$ cat config.mk
export PLATFORM = sky130hd
export DESIGN_NAME = bus_arb_rr_mb
export DESIGN_NICKNAME = d
export VERILOG_FILES = /design/src/rtl/bus_arb_pkg.sv /design/src/rtl/bus_arb_lane.sv /design/src/rtl/bus_arb_rr_mb.sv
export SDC_FILE = /design/constraint.sdc
export NUM_CORES = 1
export LEC_CHECK = 0
export CELL_PAD_IN_SITES_DETAIL_PLACEMENT = 2
export CELL_PAD_IN_SITES_GLOBAL_PLACEMENT = 2
export CORE_AREA = 2 2 113 115
export DETAILED_ROUTE_END_ITERATION = 10
export DIE_AREA = 0 0 115 117
export PLACE_DENSITY_LB_ADDON = 0.1
export SETUP_SLACK_MARGIN = 0.3
export SLEW_MARGIN = 20
export SYNTH_ARGS = -nofsm -noshare
export SYNTH_HDL_FRONTEND = slang
export SYNTH_SLANG_ARGS = --single-unit
$ cat constraint.sdc
create_clock -name clk -period 6.1 [get_ports clk]
set_clock_uncertainty 0.1 [all_clocks]
set_input_delay 0.61 -clock clk [delete_from_list [all_inputs] [get_ports clk]]
set_output_delay 0.61 -clock clk [all_outputs]
set_load 0.01 [all_outputs]
$ cat src/rtl/bus_arb_pkg.sv
// Shared types and helpers for the multi-bus round-robin arbiter.
package bus_arb_pkg;

    localparam int unsigned ID_W      = 8;
    localparam int unsigned IDX_W     = ID_W + 1;
    localparam int unsigned MAX_DRV   = 256;
    localparam int unsigned MAX_PKT_W = 1024;
    localparam int unsigned ERR_W     = 16;

    typedef enum logic [1:0] {
        IDLE,
        POP,
        PUSH
    } lane_state_e;

    // Destination ID lives in the top ID_W bits of a w-bit packet.
    function automatic logic [ID_W-1:0] get_dest(input logic [MAX_PKT_W-1:0] pkt,
                                                 input int unsigned w);
        return ID_W'(pkt >> (w - ID_W));
    endfunction

    // First requester after ptr, wrapping at n; returns ptr when nothing is pending.
    function automatic logic [ID_W-1:0] rr_pick(input logic [MAX_DRV-1:0] req,
                                                input logic [ID_W-1:0]    ptr,
                                                input logic [ID_W-1:0]    n);
        logic [IDX_W-1:0] idx;
        logic [ID_W-1:0]  pick;
        logic             found;
        pick  = ptr;
        found = 1'b0;
        for (int unsigned i = 1; i <= MAX_DRV; i++) begin
            idx = {1'b0, ptr} + IDX_W'(i);
            if (idx >= {1'b0, n}) begin
                idx = idx - {1'b0, n};
            end
            if (!found && (IDX_W'(i) <= {1'b0, n}) && req[idx[ID_W-1:0]]) begin
                pick  = idx[ID_W-1:0];
                found = 1'b1;
            end
        end
        return pick;
    endfunction

endpackage

$ cat src/rtl/bus_arb_lane.sv
// One bus lane: round-robin grant, pop one packet, decode and push it.
// Optional drop counter enabled by BUS_ARB_ERR_CNT_EN.
module bus_arb_lane
    import bus_arb_pkg::*;
#(
    parameter int unsigned     drvrs     = 4,
    parameter int unsigned     pckg_sz   = 16,
    parameter logic [ID_W-1:0] broadcast = 8'hFF
) (
    input  logic                            clk,
    input  logic                            reset,
    input  logic [drvrs-1:0]                pndng,
    input  logic [drvrs-1:0][pckg_sz-1:0]   d_pop,
    output logic [drvrs-1:0]                pop,
    output logic [drvrs-1:0]                push,
    output logic [pckg_sz-1:0]              data,
    output logic                            busy
`ifdef BUS_ARB_ERR_CNT_EN
    ,
    output logic [ERR_W-1:0]                err_cnt,
    output logic                            err_flag
`endif
);

    lane_state_e          state_q, state_n;
    logic [ID_W-1:0]      ptr_q, ptr_n;
    logic [ID_W-1:0]      src_q, src_n;
    logic [pckg_sz-1:0]   data_q, data_n;
    logic [drvrs-1:0]     pop_q, pop_n;
    logic [drvrs-1:0]     push_q, push_n;
    logic                 busy_q;
    logic [ID_W-1:0]      grant;
    logic [ID_W-1:0]      dest;
    logic [pckg_sz-1:0]   cur;
`ifdef BUS_ARB_ERR_CNT_EN
    logic                 drop_n;
    logic [ERR_W-1:0]     err_cnt_q;
    logic                 err_flag_q;
`endif

    // Next-state and registered-output decode.
    always_comb begin
        state_n = state_q;
        ptr_n   = ptr_q;
        src_n   = src_q;
        data_n  = data_q;
        pop_n   = '0;
        push_n  = '0;
        grant   = '0;
        dest    = '0;
        cur     = '0;
`ifdef BUS_ARB_ERR_CNT_EN
        drop_n  = 1'b0;
`endif
        for (int unsigned i = 0; i < drvrs; i++) begin
            if (ID_W'(i) == src_q) begin
                cur = d_pop[i];
            end
        end
        case (state_q)
            IDLE: begin
                if (|pndng) begin
                    grant   = rr_pick(MAX_DRV'(pndng), ptr_q, ID_W'(drvrs));
                    src_n   = grant;
                    ptr_n   = grant;
                    state_n = POP;
                    for (int unsigned i = 0; i < drvrs; i++) begin
                        pop_n[i] = (ID_W'(i) == grant);
                    end
                end
            end
            POP: begin
                data_n = cur;
                dest   = get_dest(MAX_PKT_W'(cur), pckg_sz);
                // Broadcast skips the source; unicast may target the source itself.
                for (int unsigned i = 0; i < drvrs; i++) begin
                    if (dest == broadcast) begin
                        push_n[i] = (ID_W'(i) != src_q);
                    end else begin
                        push_n[i] = (dest == ID_W'(i));
                    end
                end
`ifdef BUS_ARB_ERR_CNT_EN
                drop_n = (dest != broadcast) && (dest >= ID_W'(drvrs));
`endif
                state_n = PUSH;
            end
            PUSH: begin
                state_n = IDLE;
            end
            default: begin
                state_n = IDLE;
            end
        endcase
    end

    always_ff @(posedge clk or negedge reset) begin
        if (!reset) begin
            state_q <= IDLE;
            ptr_q   <= ID_W'(drvrs - 1);
            src_q   <= '0;
            data_q  <= '0;
            pop_q   <= '0;
            push_q  <= '0;
            busy_q  <= 1'b0;
        end else begin
            state_q <= state_n;
            ptr_q   <= ptr_n;
            src_q   <= src_n;
            data_q  <= data_n;
            pop_q   <= pop_n;
            push_q  <= push_n;
            busy_q  <= (state_n != IDLE);
        end
    end

`ifdef BUS_ARB_ERR_CNT_EN
    // Saturating drop counter and sticky flag, updated as the lane enters PUSH.
    always_ff @(posedge clk or negedge reset) begin
        if (!reset) begin
            err_cnt_q  <= '0;
            err_flag_q <= 1'b0;
        end else if (drop_n) begin
            if (err_cnt_q != {ERR_W{1'b1}}) begin
                err_cnt_q <= err_cnt_q + ERR_W'(1);
            end
            err_flag_q <= 1'b1;
        end
    end

    assign err_cnt  = err_cnt_q;
    assign err_flag = err_flag_q;
`endif

    assign pop  = pop_q;
    assign push = push_q;
    assign data = data_q;
    assign busy = busy_q;

endmodule

$ cat src/rtl/bus_arb_rr_mb.sv
// Multi-bus round-robin bus generator/arbiter: `bits` independent lanes of `drvrs` drivers.
// BUS_ARB_ERR_CNT_EN adds per-lane err_cnt/err_flag drop reporting.
module bus_arb_rr_mb
    import bus_arb_pkg::*;
#(
    parameter int unsigned     bits      = 1,
    parameter int unsigned     drvrs     = 4,
    parameter int unsigned     pckg_sz   = 16,
    parameter logic [ID_W-1:0] broadcast = 8'hFF
) (
    input  logic                              clk,
    input  logic                              reset,
    input  logic [bits*drvrs-1:0]             pndng,
    input  logic [bits*drvrs*pckg_sz-1:0]     D_pop,
    output logic [bits*drvrs-1:0]             pop,
    output logic [bits*drvrs-1:0]             push,
    output logic [bits*drvrs*pckg_sz-1:0]     D_push,
    output logic [bits-1:0]                   busy
`ifdef BUS_ARB_ERR_CNT_EN
    ,
    output logic [bits*ERR_W-1:0]             err_cnt,
    output logic [bits-1:0]                   err_flag
`endif
);

    for (genvar l = 0; l < bits; l++) begin : g_lane
        logic [pckg_sz-1:0] lane_data;

`ifdef BUS_ARB_ERR_CNT_EN
        bus_arb_lane #(
            .drvrs     (drvrs),
            .pckg_sz   (pckg_sz),
            .broadcast (broadcast)
        ) u_lane (
            .clk      (clk),
            .reset    (reset),
            .pndng    (pndng[l*drvrs +: drvrs]),
            .d_pop    (D_pop[l*drvrs*pckg_sz +: drvrs*pckg_sz]),
            .pop      (pop[l*drvrs +: drvrs]),
            .push     (push[l*drvrs +: drvrs]),
            .data     (lane_data),
            .busy     (busy[l]),
            .err_cnt  (err_cnt[l*ERR_W +: ERR_W]),
            .err_flag (err_flag[l])
        );
`else
        bus_arb_lane #(
            .drvrs     (drvrs),
            .pckg_sz   (pckg_sz),
            .broadcast (broadcast)
        ) u_lane (
            .clk      (clk),
            .reset    (reset),
            .pndng    (pndng[l*drvrs +: drvrs]),
            .d_pop    (D_pop[l*drvrs*pckg_sz +: drvrs*pckg_sz]),
            .pop      (pop[l*drvrs +: drvrs]),
            .push     (push[l*drvrs +: drvrs]),
            .data     (lane_data),
            .busy     (busy[l])
        );
`endif

        // Every driver on a lane sees the same held packet.
        for (genvar d = 0; d < drvrs; d++) begin : g_drv
            assign D_push[(l*drvrs+d)*pckg_sz +: pckg_sz] = lane_data;
        end
    end

endmodule

[Word level (Yosys, flattened, before mapping)]
Index checks and enable logic that the tools add are counted.
Word-level totals
  output and inout bits: 73
  word-level logic and storage cells: 99
  register bits after elaboration: 43
Operators by class
  add/sub/neg operators: 8
  $lt $le $gt $ge: 8
  reduce and logical (&&, ||, !) cells: 14
  mux-type cells: 48
  eq/ne operators: 14
Operator list (number)
  two-way mux 8 bit: 18
  two-way mux 16 bit: 4
  greater-or-equal comparator 9 x 3 -> 1 bit (second input constant): 4
  less-than comparator 8 x 9 -> 1 bit (second input constant): 4
  binary-select mux 1 bit (select 8 bit): 4
  == test 2 x 8 -> 1 bit (first input constant): 4
  subtractor 8 x 3 -> 8 bit (second input constant): 4
  zero test 8 bit: 3
  adder 8 x 2 -> 9 bit (second input constant): 2
  two-way mux 1 bit: 17
  == test 1 x 8 -> 1 bit (first input constant): 2
  == test 8 x 2 -> 1 bit (second input constant): 2
  != test 2 x 8 -> 1 bit (first input constant): 2
  two-way mux 4 bit: 3
  adder 8 x 1 -> 9 bit (second input constant): 1
  adder 8 x 3 -> 9 bit (second input constant): 1
  == test 8 x 1 -> 1 bit (second input constant): 1
  == test 8 bit (second input constant): 1
  != test 1 x 8 -> 1 bit (first input constant): 1
  nonzero test 8 bit: 1
  one-hot mux 2 bit (2 select lines): 1
  OR reduction 4 bit: 1
  logical AND 1 bit: 3
  zero test 1 bit: 3
  5 further kinds: 5

[Longest topological paths before layout]
Gate-level depths: netlist (run 1).
  word-level depth: 28
  gate-level depth with buffers: 13
  gate-level depth less buffers: 11

[Cells and area by module]
From an unflattened synthesis (run 1), not the netlist that was laid out.
Unflattened totals
  cell total of the unflattened synthesis: 359
  area, all modules: 3430.8 um^2
By module, submodules not included
  bus_arb_lane: instances 1, area an instance 3070.4 um^2, cells each 311
  bus_arb_rr_mb: instances 1, area an instance 360.3 um^2, cells each 48

[Worst setup path after synthesis (run 1)]
OpenSTA, ideal clock, no wires.
  kind: reg-to-reg
  from: register g_lane[0].u_lane.ptr_q[0]
  to: register g_lane[0].u_lane.pop_q[1]
  setup slack: 2.854 ns
  arrival time: 3.052 ns
  data required time: 5.906 ns
  cell stages (with the launch flop): 12
  cells stage by stage: dfstp_2 > buf_2 > clkbuf_1 > inv_1 > ha_1 > nand2b_2 > o32a_1 > a311oi_2 > a22oi_2 > or4_1 > o2111a_1 > a211oi_1
On the way
  longest elaborated chain between the ends: 28
  elaborated cells on any way between the ends: 56
  those cells by class: add/sub: 8; order compare: 4; eq/ne: 1; mux: 37; reduce/logical: 6
Ends and longest elaborated chain
  start, declared: RTL line bus_arb_lane.sv:26  | logic [ID_W-1:0] ptr_q, ptr_n;
  start signal, assigned: RTL line bus_arb_lane.sv:100  | ptr_q <= ID_W'(drvrs - 1);
  start signal, assigned: RTL line bus_arb_lane.sv:108  | ptr_q <= ptr_n;
  adder 8 x 1 -> 9 bit: RTL line bus_arb_pkg.sv:32  | idx = {1'b0, ptr} + IDX_W'(i);
  subtractor 8 x 3 -> 8 bit or greater-or-equal comparator 9 x 3 -> 1 bit (tied branches): RTL line bus_arb_pkg.sv:34, bus_arb_pkg.sv:33
  two-way mux 8 bit: RTL line bus_arb_pkg.sv:33  | if (idx >= {1'b0, n}) begin
  two-way mux 8 bit: RTL line bus_arb_lane.sv:62  | if (|pndng) begin
  two-way mux 8 bit: RTL line bus_arb_lane.sv:60  | case (state_q)
  binary-select mux 1 bit (select 8 bit): RTL line bus_arb_pkg.sv:36  | if (!found && (IDX_W'(i) <= {1'b0, n}) && req[idx[ID_W-1:0]]) begin
  two-way mux 1 bit (not written as such): RTL line bus_arb_pkg.sv:36
  two-way mux 1 bit: RTL line bus_arb_pkg.sv:36
  (+13 left out)
  logical AND 1 bit: RTL line bus_arb_pkg.sv:36
  two-way mux 8 bit (*): RTL line bus_arb_pkg.sv:36
  two-way mux 8 bit (*): RTL line bus_arb_lane.sv:62
  two-way mux 8 bit (*): RTL line bus_arb_lane.sv:60
  == test 1 x 8 -> 1 bit (*): RTL line bus_arb_lane.sv:68  | pop_n[i] = (ID_W'(i) == grant);
  two-way mux 4 bit (*): RTL line bus_arb_lane.sv:62
  two-way mux 4 bit (*): RTL line bus_arb_lane.sv:60
  named net g_lane[0].u_lane.pop_n[1]: RTL line bus_arb_lane.sv:29  | logic [drvrs-1:0] pop_q, pop_n;
  end signal, assigned: RTL line bus_arb_lane.sv:111  | pop_q <= pop_n;
  end, declared: RTL line bus_arb_lane.sv:29
Mark *: on every way through the listed nets, which the timed path passes. The rest lies on a longest branch. The select of a mux whose other input is x is not followed.
A chain may end at the register's enable or synchronous reset.

[Final worst setup path (run 1)]
  from: register g_lane[0].u_lane.ptr_q[1]
  to: register g_lane[0].u_lane.pop_q[3]
On the way
  longest elaborated chain between the ends: 28
  elaborated cells on any way between the ends: 56
  those cells by class: add/sub: 8; order compare: 4; eq/ne: 1; mux: 37; reduce/logical: 6
Ends and longest elaborated chain (RTL line)
  adder 8 x 1 -> 9 bit: bus_arb_pkg.sv:32
  subtractor 8 x 3 -> 8 bit or greater-or-equal comparator 9 x 3 -> 1 bit (tied branches): bus_arb_pkg.sv:34, bus_arb_pkg.sv:33
  two-way mux 8 bit: bus_arb_pkg.sv:33
  two-way mux 8 bit: bus_arb_lane.sv:62
  two-way mux 8 bit: bus_arb_lane.sv:60
  binary-select mux 1 bit (select 8 bit): bus_arb_pkg.sv:36
  two-way mux 1 bit (not written as such): bus_arb_pkg.sv:36
  two-way mux 1 bit: bus_arb_pkg.sv:36
  (+13 left out)
  logical AND 1 bit: bus_arb_pkg.sv:36
  two-way mux 8 bit (*): bus_arb_pkg.sv:36
  two-way mux 8 bit (*): bus_arb_lane.sv:62
  two-way mux 8 bit (*): bus_arb_lane.sv:60
  == test 2 x 8 -> 1 bit (*): bus_arb_lane.sv:68
  two-way mux 4 bit (*): bus_arb_lane.sv:62
  two-way mux 4 bit (*): bus_arb_lane.sv:60
  named net g_lane[0].u_lane.pop_n[3]: bus_arb_lane.sv:29
Marks and branches as above.

==> reports/qor.csv, run 1 <==
metric;value;unit
status;completed;
hold_ws;0.348;ns
VDD IR-drop max;0.253;mV
global-route wire length before repair;16000;microns
Vias per Instance;5.01;
Final Power;0.00203;W
Worst Tran Pin Value;0.877;ns
I/O pins;143;
r2r startpoint;g_lane[0].u_lane.ptr_q[1];
Worst Reg2Reg Path Length in Cells;11;
post-detailed-route count of antenna-violating nets;0;
Post-CTS Setup Inserts;0;
H-tree levels;2;
final setup vio count;0;
Net count, final;479;
vias in the first global route;2844;
Worst R2R End;g_lane[0].u_lane.pop[3];
drt total wl;10100;microns
post_cts resized;0;
WP data arrival;3.49;ns
Initial DRT Pass Iterations;4;
GPL Wtd Cong;0.747;
DRC;0;
share of cells above drive strength 1;10.1;%
Post-synth ARST share;100;%
DRT iter0 DRCs;35;
critical path launch point type;flop;
part of the cycle the worst path needs;55.9;%
PwrDens;464;nW/um^2
Final Non-Filler Cells;548;
worst path required time;6.19;ns
unrepaired setup endpoints after global routing;no;
Core ar.;12300;sq um
area growth from synthesis to layout;41.6;%
Worst-path clk slew;0.06;ns
Die Ht;117;microns
max-slew violation count;0;
Crit Path Max Fanout;14;
CP endpoint kind;flop;
Worst-Skew Late Latency;0.28;ns
Max Fclk;293;MHz
Yosys warning count;0;
Slew headroom;41.6;%
Mapped Nets;399;
cells after synthesis;317;
sequential element share of the synthesized area;30.0;%
worst hold path type;primary input to async pin;
port buffer count;142;
TritonCTS clock tree;done;
ant diodes;0;
Crit Path Class;flop to flop;
setup TNS;0;ns
setup ws final;2.69;ns
post-synthesis cell area;3090;sq um
post-placement cell count;540;
Top FF cell, synth;dfrtp_1;
FF+latch count, synth;37;
die area;13500;sq um
total gr overflow;0;
die width;115;microns
Post-synth EDFFs;0;
Clock Sinks;37;
Initial Util;25.1;%
Avg Cell Area, Syn;9.75;sq um
via total after detailed routing;2747;
pin count of the biggest net entering global routing;38;
Root Buffer;clkbuf_16;
Routed wire per std cell;18.4;microns
maximum buffer depth of the clock tree;2;
# rows;41;
Final HPWL DP;7870;microns
Hold Buf Count CTS;0;
Final Hold Vio Count;0;
Yosys cell types;56;
DP Worst Slack;2.65;ns
GR Util All Layers;15.1;%
flop2flop setup slack;2.69;ns
total CTS buffers;5;
min Tclk post-route;3.41;ns
Pleak;1.74;nW
initial antenna violation count;0;
number of max-cap violations;0;
flip-flops by register name, summed over array words and instances (netlist names):
register,count
g_lane.u_lane.data,16
g_lane.u_lane.ptr_q,8
g_lane.u_lane.pop,4
g_lane.u_lane.src_q,2
g_lane.u_lane.state_q,2
g_lane.u_lane.push,4
g_lane.u_lane.busy,1
kinds of logic after synthesis:
group	count (synthesis)	share of synthesized area [%]
xor gates and xnor gates	8	2.27
muxes	23	15.2
buffers and inverters	82	16.8
DFF	37	30.0
AOI/OAI and AO/OA	66	16.1
and+or+nand+nor	89	14.8
adders and majority gates	12	4.86
through the flow:
step / util [%] / instance area [sq um]
after CTS: 35.5 / 4380
final: 35.5 / 4380
after floorplan: - / 3090
after detailed placement: 34.4 / 4240
after global routing: 35.5 / 4380
after global placement: 34.4 / 4240
per-layer routing:
metal	track usage [%]	up-vias	part of all wire, %
li1	-	1280	-
met3	2.47	7	4.2
met2	26.9	70	52
met5	0	-	0
met4	3.37	0	0.81
met1	19.3	1390	43
cells in the mapped netlist (5+ instances only):
cell type | n | area (sq um)
a21oi_1 | 11 | 55.1
a22o_1 | 8 | 70.1
and2_1 | 8 | 50.1
and3_1 | 6 | 37.5
buf_2 | 9 | 45.0
buf_4 | 51 | 383
clkbuf_1 | 9 | 33.8
dfrtp_1 | 35 | 876
ha_1 | 12 | 150
inv_1 | 9 | 33.8
mux4_2 | 19 | 428
nand2_1 | 32 | 120
nand3_1 | 7 | 35.0
nand4_1 | 5 | 31.3
nor2_1 | 9 | 33.8
nor4_1 | 5 | 31.3
o21ai_0 | 10 | 50.1
xnor2_1 | 7 | 61.3
where the power goes:
group | total [W] | switching (W) | internal [W] | leakage [nW]
Combinational | 0.00133 | 0.000618 | 0.000714 | 1.19
Clock | 0.000253 | 0.000102 | 0.000150 | 0.0706
Sequential | 0.000448 | 0.000109 | 0.000338 | 0.473
Total | 0.00203 | 0.000830 | 0.00120 | 1.74
how the worst max path moves through the flow:
stage                         endpoint  cells after the start  slack, ns                 startpoint
2_1_floorplan  g_lane[0].u_lane.pop[1]                     11       2.85  g_lane[0].u_lane.ptr_q[0]
3_3_place_gp   g_lane[0].u_lane.pop[3]                     11       2.74  g_lane[0].u_lane.ptr_q[1]
3_5_place_dp   g_lane[0].u_lane.pop[3]                     11       2.65  g_lane[0].u_lane.ptr_q[1]
4_1_cts        g_lane[0].u_lane.pop[3]                     11       2.64  g_lane[0].u_lane.ptr_q[1]
5_1_grt        g_lane[0].u_lane.pop[3]                     11       2.41  g_lane[0].u_lane.ptr_q[1]
6_report       g_lane[0].u_lane.pop[3]                     11       2.69  g_lane[0].u_lane.ptr_q[1]
worst max-delay path: stages (launching register included):
cell and delay (ns):
dfstp_2 0.69, inv_1 0.18, ha_1 0.35, inv_1 0.07, ha_1 0.20, xor2_1 0.15, xnor2_1 0.15, o32ai_1 0.29
and3_1 0.42, mux2i_1 0.31, a311oi_2 0.10, nor4_1 0.29
layout by cell type (no fill, tap or decap), types with 6 or more instances in the layout:
cell             netlist  final
a22o_1                 8      8
and3_1                 6      6
clkdlybuf4s50_1        0    141
o21ai_0               10     10
dfrtp_1               35     35
xnor2_1                7      7
nor2_1                 9      9
ha_1                  12     12
inv_1                  9      9
nand3_1                7      7
a21oi_1               11     11
mux4_2                19     19
nand2_1               32     32
and2_1                 8      8
area by class of cell:
class | instances | area (sq um)
multi-input cells | 198 | 1640
well taps | 150 | 188
inverters | 10 | 37.5
clock buffers | 6 | 129
clock inverters | 2 | 10.0
flip-flops and latches | 37 | 928
repair buffers | 145 | 1440
fillers | 1325 | 7940
Power figures use the tool's default switching activity.
==> run 2: changes to the inputs <==
--- a/config.mk
+++ b/config.mk
@@ -7,9 +7,9 @@
 export LEC_CHECK = 0
 export CELL_PAD_IN_SITES_DETAIL_PLACEMENT = 2
 export CELL_PAD_IN_SITES_GLOBAL_PLACEMENT = 2
-export CORE_AREA = 2 2 113 115
+export CORE_AREA = 2 2 117 119
 export DETAILED_ROUTE_END_ITERATION = 10
-export DIE_AREA = 0 0 115 117
+export DIE_AREA = 0 0 119 121
 export PLACE_DENSITY_LB_ADDON = 0.1
 export SETUP_SLACK_MARGIN = 0.3
 export SLEW_MARGIN = 20
==> constraint.sdc (replaced) <==
create_clock -name clk -period 3.4 [get_ports clk]
set_clock_uncertainty 0.1 [all_clocks]
set_input_delay 0.34 -clock clk [delete_from_list [all_inputs] [get_ports clk]]
set_output_delay 0.34 -clock clk [all_outputs]
set_load 0.01 [all_outputs]
==> run 2 against run 1 <==
Against the previous run:
- utilization grew 0.34 points
- global-route usage is 0.86 points higher
- via count up 3.7%
==> reports/qor.csv, run 2 (synthesis results as in run 1) <==
metric;value;unit;change
status;completed;;unchanged
switching power;0.00166;W;was 0.000830 W
GRT met2 Usage;28.5;%;was 26.9%
most common library cell in the layout ignoring fill and taps;clkdlybuf4s50_1;;unchanged
Clock Sinks;37;;unchanged
worst path required time;3.51;ns;was 6.19 ns
drt total wl;11500;microns;was 10100 microns
Net count, final;500;;was 479
total gr overflow;0;;unchanged
Worst-Skew Late Latency;0.29;ns;was 0.28 ns
flop2flop setup slack;0.35;ns;was 2.69 ns
CP endpoint kind;flop;;unchanged
Core ar.;13100;sq um;was 12300 sq um
WP data arrival;3.16;ns;was 3.49 ns
area growth from synthesis to layout;51.9;%;was 41.6%
Crit Path Max Fanout;8;;was 14
critical-path cell list;clkinvlp_4 > buf_4 > ha_1 > a21oi_1 > o2111ai_1 > a21oi_1 > o21ai_2 > or4_4 > a41o_1 > nor3_2;;was inv_1 > ha_1 > inv_1 > ha_1 > xor2_1 > xnor2_1 > o32ai_1 > and3_1 > mux2i_1 > a311oi_2 > nor4_1
setup ws final;0.348;ns;was 2.69 ns
min Tclk post-route;3.05;ns;was 3.41 ns
Clock Power Share;11.9;%;was 12.4%
DRT iter0 DRCs;67;;was 35
Slowest cell on crit path;dfstp_2;;unchanged
H-tree levels;2;;unchanged
global-route wire length before repair;18200;microns;was 16000 microns
TritonCTS clock tree;done;;unchanged
Final Hold Vio Count;0;;unchanged
r2r startpoint;g_lane[0].u_lane.ptr_q[1];;unchanged
maximum buffer depth of the clock tree;2;;unchanged
via total after detailed routing;2849;;was 2747
part of the cycle the worst path needs;89.8;%;was 55.9%
number of flip-flops in the largest register;16;;unchanged
Hold Buf Count CTS;0;;unchanged
Final HPWL DP;8990;microns;was 7870 microns
Slowest Stage Delay on Critical Path;0.59;ns;was 0.69 ns
Initial DRT Pass Iterations;4;;unchanged
final setup vio count;0;;unchanged
GR Util met3;2.77;%;was 2.47%
critical path launch point type;flop;;unchanged
PwrDens;859;nW/um^2;was 464 nW/um^2
setup TNS;0;ns;unchanged
most frequent cells in the layout;clkdlybuf4s50_1 (141), dfrtp_1 (34), nand2_1 (32);;was clkdlybuf4s50_1 (141), dfrtp_1 (35), nand2_1 (32)
vias in the first global route;3114;;was 2844
Initial Util;23.6;%;was 25.1%
Routed wire per std cell;19.4;microns;was 18.4 microns
I/O pins;143;;unchanged
die area;14400;sq um;was 13500 sq um
initial antenna violation count;0;;unchanged
Worst Reg2Reg Path Length in Cells;10;;was 11
Root Buffer;clkbuf_16;;unchanged
die width;119;microns;was 115 microns
met1 usage;20.0;%;was 19.3%
Flop pwr share;19.6;%;was 22.0%
Vias per Instance;4.79;;was 5.01
GPL Wtd Cong;0.745;;was 0.747
Final Power;0.00403;W;was 0.00203 W
Slew headroom;38.7;%;was 41.6%
total CTS buffers;5;;unchanged
share of cells above drive strength 1;18.9;%;was 10.1%
VDD IR-drop max;0.346;mV;was 0.253 mV
cell seen most often among critical-path stages;a21oi_1;;
worst hold path type;primary input to async pin;;unchanged
Worst R2R End;g_lane[0].u_lane.pop[2];;was g_lane[0].u_lane.pop[3]
ant diodes;0;;unchanged
pin count of the biggest net entering global routing;38;;unchanged
Die Ht;121;microns;was 117 microns
unrepaired setup endpoints after global routing;yes;;was no
# rows;42;;was 41
GR Util All Layers;16.0;%;was 15.1%
port buffer count;142;;unchanged
Internal Power;0.00237;W;was 0.00120 W
DP Worst Slack;0.278;ns;was 2.65 ns
GRT busiest layer;met2;;unchanged
number of max-cap violations;0;;unchanged
Worst Tran Pin Value;0.920;ns;was 0.877 ns
Switching Fraction;41.2;%;was 40.8%
max-slew violation count;0;;unchanged
Combinational Power Share;68.5;%;was 65.5%
Pleak;1.85;nW;was 1.74 nW
post-detailed-route count of antenna-violating nets;0;;unchanged
Worst-path clk slew;0.06;ns;about the same
Crit Path Class;flop to flop;;unchanged
DRC;0;;unchanged
Max Fclk;328;MHz;was 293 MHz
[run 2: power groups by stage]
stage,Clock [W],Combinational (W),Sequential [W]
2_1_floorplan,0,0.00167,0.000790
3_3_place_gp,0,0.00253,0.000797
3_5_place_dp,0,0.00257,0.000810
4_1_cts,0.000501,0.00260,0.000795
5_1_grt,0.000514,0.00297,0.000825
6_report,0.000480,0.00276,0.000791
[run 2: layout make-up]
class                           count  area, sq um
Inverter                           10         41.3
Clock buffer                        8          146
Tap cell                          176          220
Sequential cell                    37          930
Multi-Input combinational cell    198         1760
Timing Repair Buffer              166         1600
Fill cell                        1388         8390
[run 2: per-layer routing]
metal | wire [microns] | part of all wire [%]
met3 | 426 | 3.7
met4 | 128 | 1.1
met2 | 6010 | 52
met1 | 4960 | 43
met5 | 0 | 0
[run 2: what timing repair did]
action | in CTS | in global routing
pin swaps | 0 | 8
endpoints found under the setup margin | 3 | 16
gates resized for setup | 2 | 22
setup buffers | 1 | 6
[run 2: through the flow]
stage | hold slack (ns) | std cells | util, % | cell area, sq um
final | 0.0827 | 595 | 35.9 | 4690
after global routing | 0.177 | 595 | 35.9 | 4690
after CTS | 0.145 | 589 | 34.6 | 4530
after detailed placement | 0.456 | 580 | 33.4 | 4370
after global placement | 0.428 | 580 | 33.4 | 4370
after floorplan | -0.0556 | 317 | - | 3090
[run 2: critical path, delay by kind of cell, from the launching register on]
kind | cells | cell delay [ns]
adder cells (fa/ha/maj) | 1 | 0.21
AND/OR/NAND/NOR | 2 | 0.68
AO/OA/AOI/OAI | 5 | 1.08
buffers and inverters | 2 | 0.31
flip-flops | 1 | 0.59
[run 2: worst max-delay path by stage]
stage	depth (start not counted)	startpoint	endpoint	slack [ns]
2_1_floorplan	11	g_lane[0].u_lane.ptr_q[0]	g_lane[0].u_lane.pop[1]	0.31
3_3_place_gp	11	g_lane[0].u_lane.ptr_q[1]	g_lane[0].u_lane.pop[3]	0.37
3_5_place_dp	11	g_lane[0].u_lane.ptr_q[1]	g_lane[0].u_lane.pop[3]	0.28
4_1_cts	12	g_lane[0].u_lane.ptr_q[1]	g_lane[0].u_lane.pop[1]	0.32
5_1_grt	10	g_lane[0].u_lane.ptr_q[1]	g_lane[0].u_lane.pop[2]	0.22
6_report	10	g_lane[0].u_lane.ptr_q[1]	g_lane[0].u_lane.pop[2]	0.35
==> run 3: changes to the inputs <==
--- a/config.mk
+++ b/config.mk
@@ -8,8 +8,10 @@
 export CELL_PAD_IN_SITES_DETAIL_PLACEMENT = 2
 export CELL_PAD_IN_SITES_GLOBAL_PLACEMENT = 2
 export CORE_AREA = 2 2 117 119
+export CTS_CLUSTER_SIZE = 28
 export DETAILED_ROUTE_END_ITERATION = 10
 export DIE_AREA = 0 0 119 121
+export GPL_TIMING_DRIVEN = 0
 export PLACE_DENSITY_LB_ADDON = 0.1
 export SETUP_SLACK_MARGIN = 0.3
 export SLEW_MARGIN = 20
==> run 3 against run 2 <==
Against the previous run:
- via count grew 11%
- largest cell class is now buffers
- combinational power grew 36%
- highest routed layer unchanged
- sequential power shrank 3.0%
==> reports/qor.csv, run 3 (synthesis results as in run 1) <==
metric;value;unit;change
Net count, final;573;;was 500
Root Buffer;clkbuf_16;;unchanged
port buffer count;142;;unchanged
Worst Tran Pin Value;0.749;ns;was 0.920 ns
Crit Path Max Fanout;10;;was 8
min Tclk post-route;3.19;ns;was 3.05 ns
H-tree levels;2;;unchanged
die area;14400;sq um;unchanged
most common library cell in the layout ignoring fill and taps;clkdlybuf4s50_1;;unchanged
Slew headroom;50.0;%;was 38.7%
Vias per Instance;4.75;;was 4.79
Worst R2R End;g_lane[0].u_lane.pop[3];;was g_lane[0].u_lane.pop[2]
GPL Wtd Cong;0.802;;was 0.745
number of flip-flops in the largest register;16;;unchanged
Design Area, Final;5430;sq um;was 4690 sq um
Crit Path Class;flop to flop;;unchanged
Core ar.;13100;sq um;unchanged
post-detailed-route count of antenna-violating nets;0;;unchanged
number of max-cap violations;0;;unchanged
Initial DRT Pass Iterations;4;;unchanged
via total after detailed routing;3176;;was 2849
status;completed;;unchanged
Worst Reg2Reg Path Length in Cells;11;;was 10
setup TNS;0;ns;unchanged
part of the cycle the worst path needs;93.9;%;was 89.8%
CP endpoint kind;flop;;unchanged
Initial Util;23.6;%;unchanged
Clock Sinks;37;;unchanged
# rows;42;;unchanged
die width;119;microns;unchanged
Worst-Skew Late Latency;0.28;ns;was 0.29 ns
pin count of the biggest net entering global routing;26;;was 38
TritonCTS clock tree;done;;unchanged
final setup vio count;0;;unchanged
Die Ht;121;microns;unchanged
WP data arrival;3.27;ns;was 3.16 ns
worst path required time;3.48;ns;was 3.51 ns
I/O pins;143;;unchanged
drt total wl;13100;microns;was 11500 microns
r2r startpoint;g_lane[0].u_lane.ptr_q[0];;was g_lane[0].u_lane.ptr_q[1]
ant diodes;0;;unchanged
DRT iter0 DRCs;90;;was 67
total CTS buffers;5;;unchanged
DRC;0;;unchanged
GR Util All Layers;17.8;%;was 16.0%
area growth from synthesis to layout;75.7;%;was 51.9%
Worst-path clk slew;0.06;ns;about the same
Pleak;2.24;nW;was 1.85 nW
PwrDens;920;nW/um^2;was 859 nW/um^2
max-slew violation count;0;;unchanged
critical path launch point type;flop;;unchanged
total gr overflow;0;;unchanged
Routed wire per std cell;19.5;microns;was 19.4 microns
Final Hold Vio Count;0;;unchanged
flop2flop setup slack;0.21;ns;was 0.35 ns
Final HPWL DP;9700;microns;was 8990 microns
unrepaired setup endpoints after global routing;yes;;unchanged
VDD IR-drop max;0.410;mV;was 0.346 mV
placed cell area;4750;sq um;was 4370 sq um
worst hold path type;primary input to async pin;;unchanged
vias in the first global route;3509;;was 3114
share of cells above drive strength 1;32.5;%;was 18.9%
maximum buffer depth of the clock tree;2;;unchanged
most frequent cells in the layout;clkdlybuf4s50_1 (141), buf_4 (74), dfrtp_1 (34);;was clkdlybuf4s50_1 (141), dfrtp_1 (34), nand2_1 (32)
Fill cells;1388;;unchanged
Max Fclk;313;MHz;was 328 MHz
Final Power;0.00500;W;was 0.00403 W
global-route wire length before repair;20100;microns;was 18200 microns
initial antenna violation count;0;;unchanged
run 3: critical path: stages, from the launching register on:
cell,delay (ns)
dfstp_2,0.56
buf_8,0.11
clkbuf_16,0.15
clkinvlp_4,0.12
ha_4,0.19
nand2b_4,0.15
o32a_1,0.32
a311oi_2,0.30
a22oi_2,0.20
or4_1,0.44
o2111a_2,0.16
nor4_2,0.28
run 3: cell type report:
cell class | instances | area (sq um) | share of cell area, %
Sequential cell | 37 | 930 | 17.1
Timing Repair Buffer | 167 | 1620 | 29.9
Tap cell | 176 | 220 | 4.06
Clock buffer | 8 | 146 | 2.70
Inverter | 10 | 47.5 | 0.876
Buffer | 72 | 548 | 10.1
Multi-Input combinational cell | 198 | 1920 | 35.3
run 3: what timing repair did:
item	CTS	global route
endpoints found under the hold margin	12	0
endpoints found under the setup margin	14	14
resized for setup	41	30
hold buffers	1	0
pin swaps	12	16
buffers inserted	14	9
run 3: routing by layer:
layer	vias to the layer above	routed length [microns]	track usage, %
li1	1478	-	-
met1	1598	5260	20.8
met2	87	7050	33.4
met3	13	520	3.20
met4	0	224	4.69
met5	-	0	0
run 3: where the power goes:
group	internal (W)	total, W	switching [W]
combinational	0.00208	0.00376	0.00168
sequential	0.000606	0.000767	0.000161
clock	0.000293	0.000470	0.000177
run 3: worst max path at each step:
stage	startpoint	end	slack [ns]
after global placement	g_lane[0].u_lane.ptr_q[2]	g_lane[0].u_lane.src_q[1]	-0.32
after CTS	g_lane[0].u_lane.ptr_q[1]	g_lane[0].u_lane.src_q[1]	0.28
final	g_lane[0].u_lane.ptr_q[0]	g_lane[0].u_lane.pop[3]	0.21
after floorplan	g_lane[0].u_lane.ptr_q[0]	g_lane[0].u_lane.pop[1]	0.31
after global routing	g_lane[0].u_lane.ptr_q[0]	g_lane[0].u_lane.pop[3]	0.13
after detailed placement	g_lane[0].u_lane.ptr_q[0]	g_lane[0].u_lane.ptr_q[4]	-0.38
run 3: per-stage QoR:
stage | instances | setup slack, ns | utilization (%) | hold slack, ns
after floorplan | 317 | 0.309 | - | -0.0556
after detailed placement | 636 | -0.378 | 36.3 | 0.166
final | 668 | 0.208 | 41.5 | 0.408
after global routing | 668 | 0.130 | 41.5 | 0.457
after global placement | 635 | -0.317 | 36.2 | 0.446
after CTS | 659 | 0.275 | 39.8 | 0.411
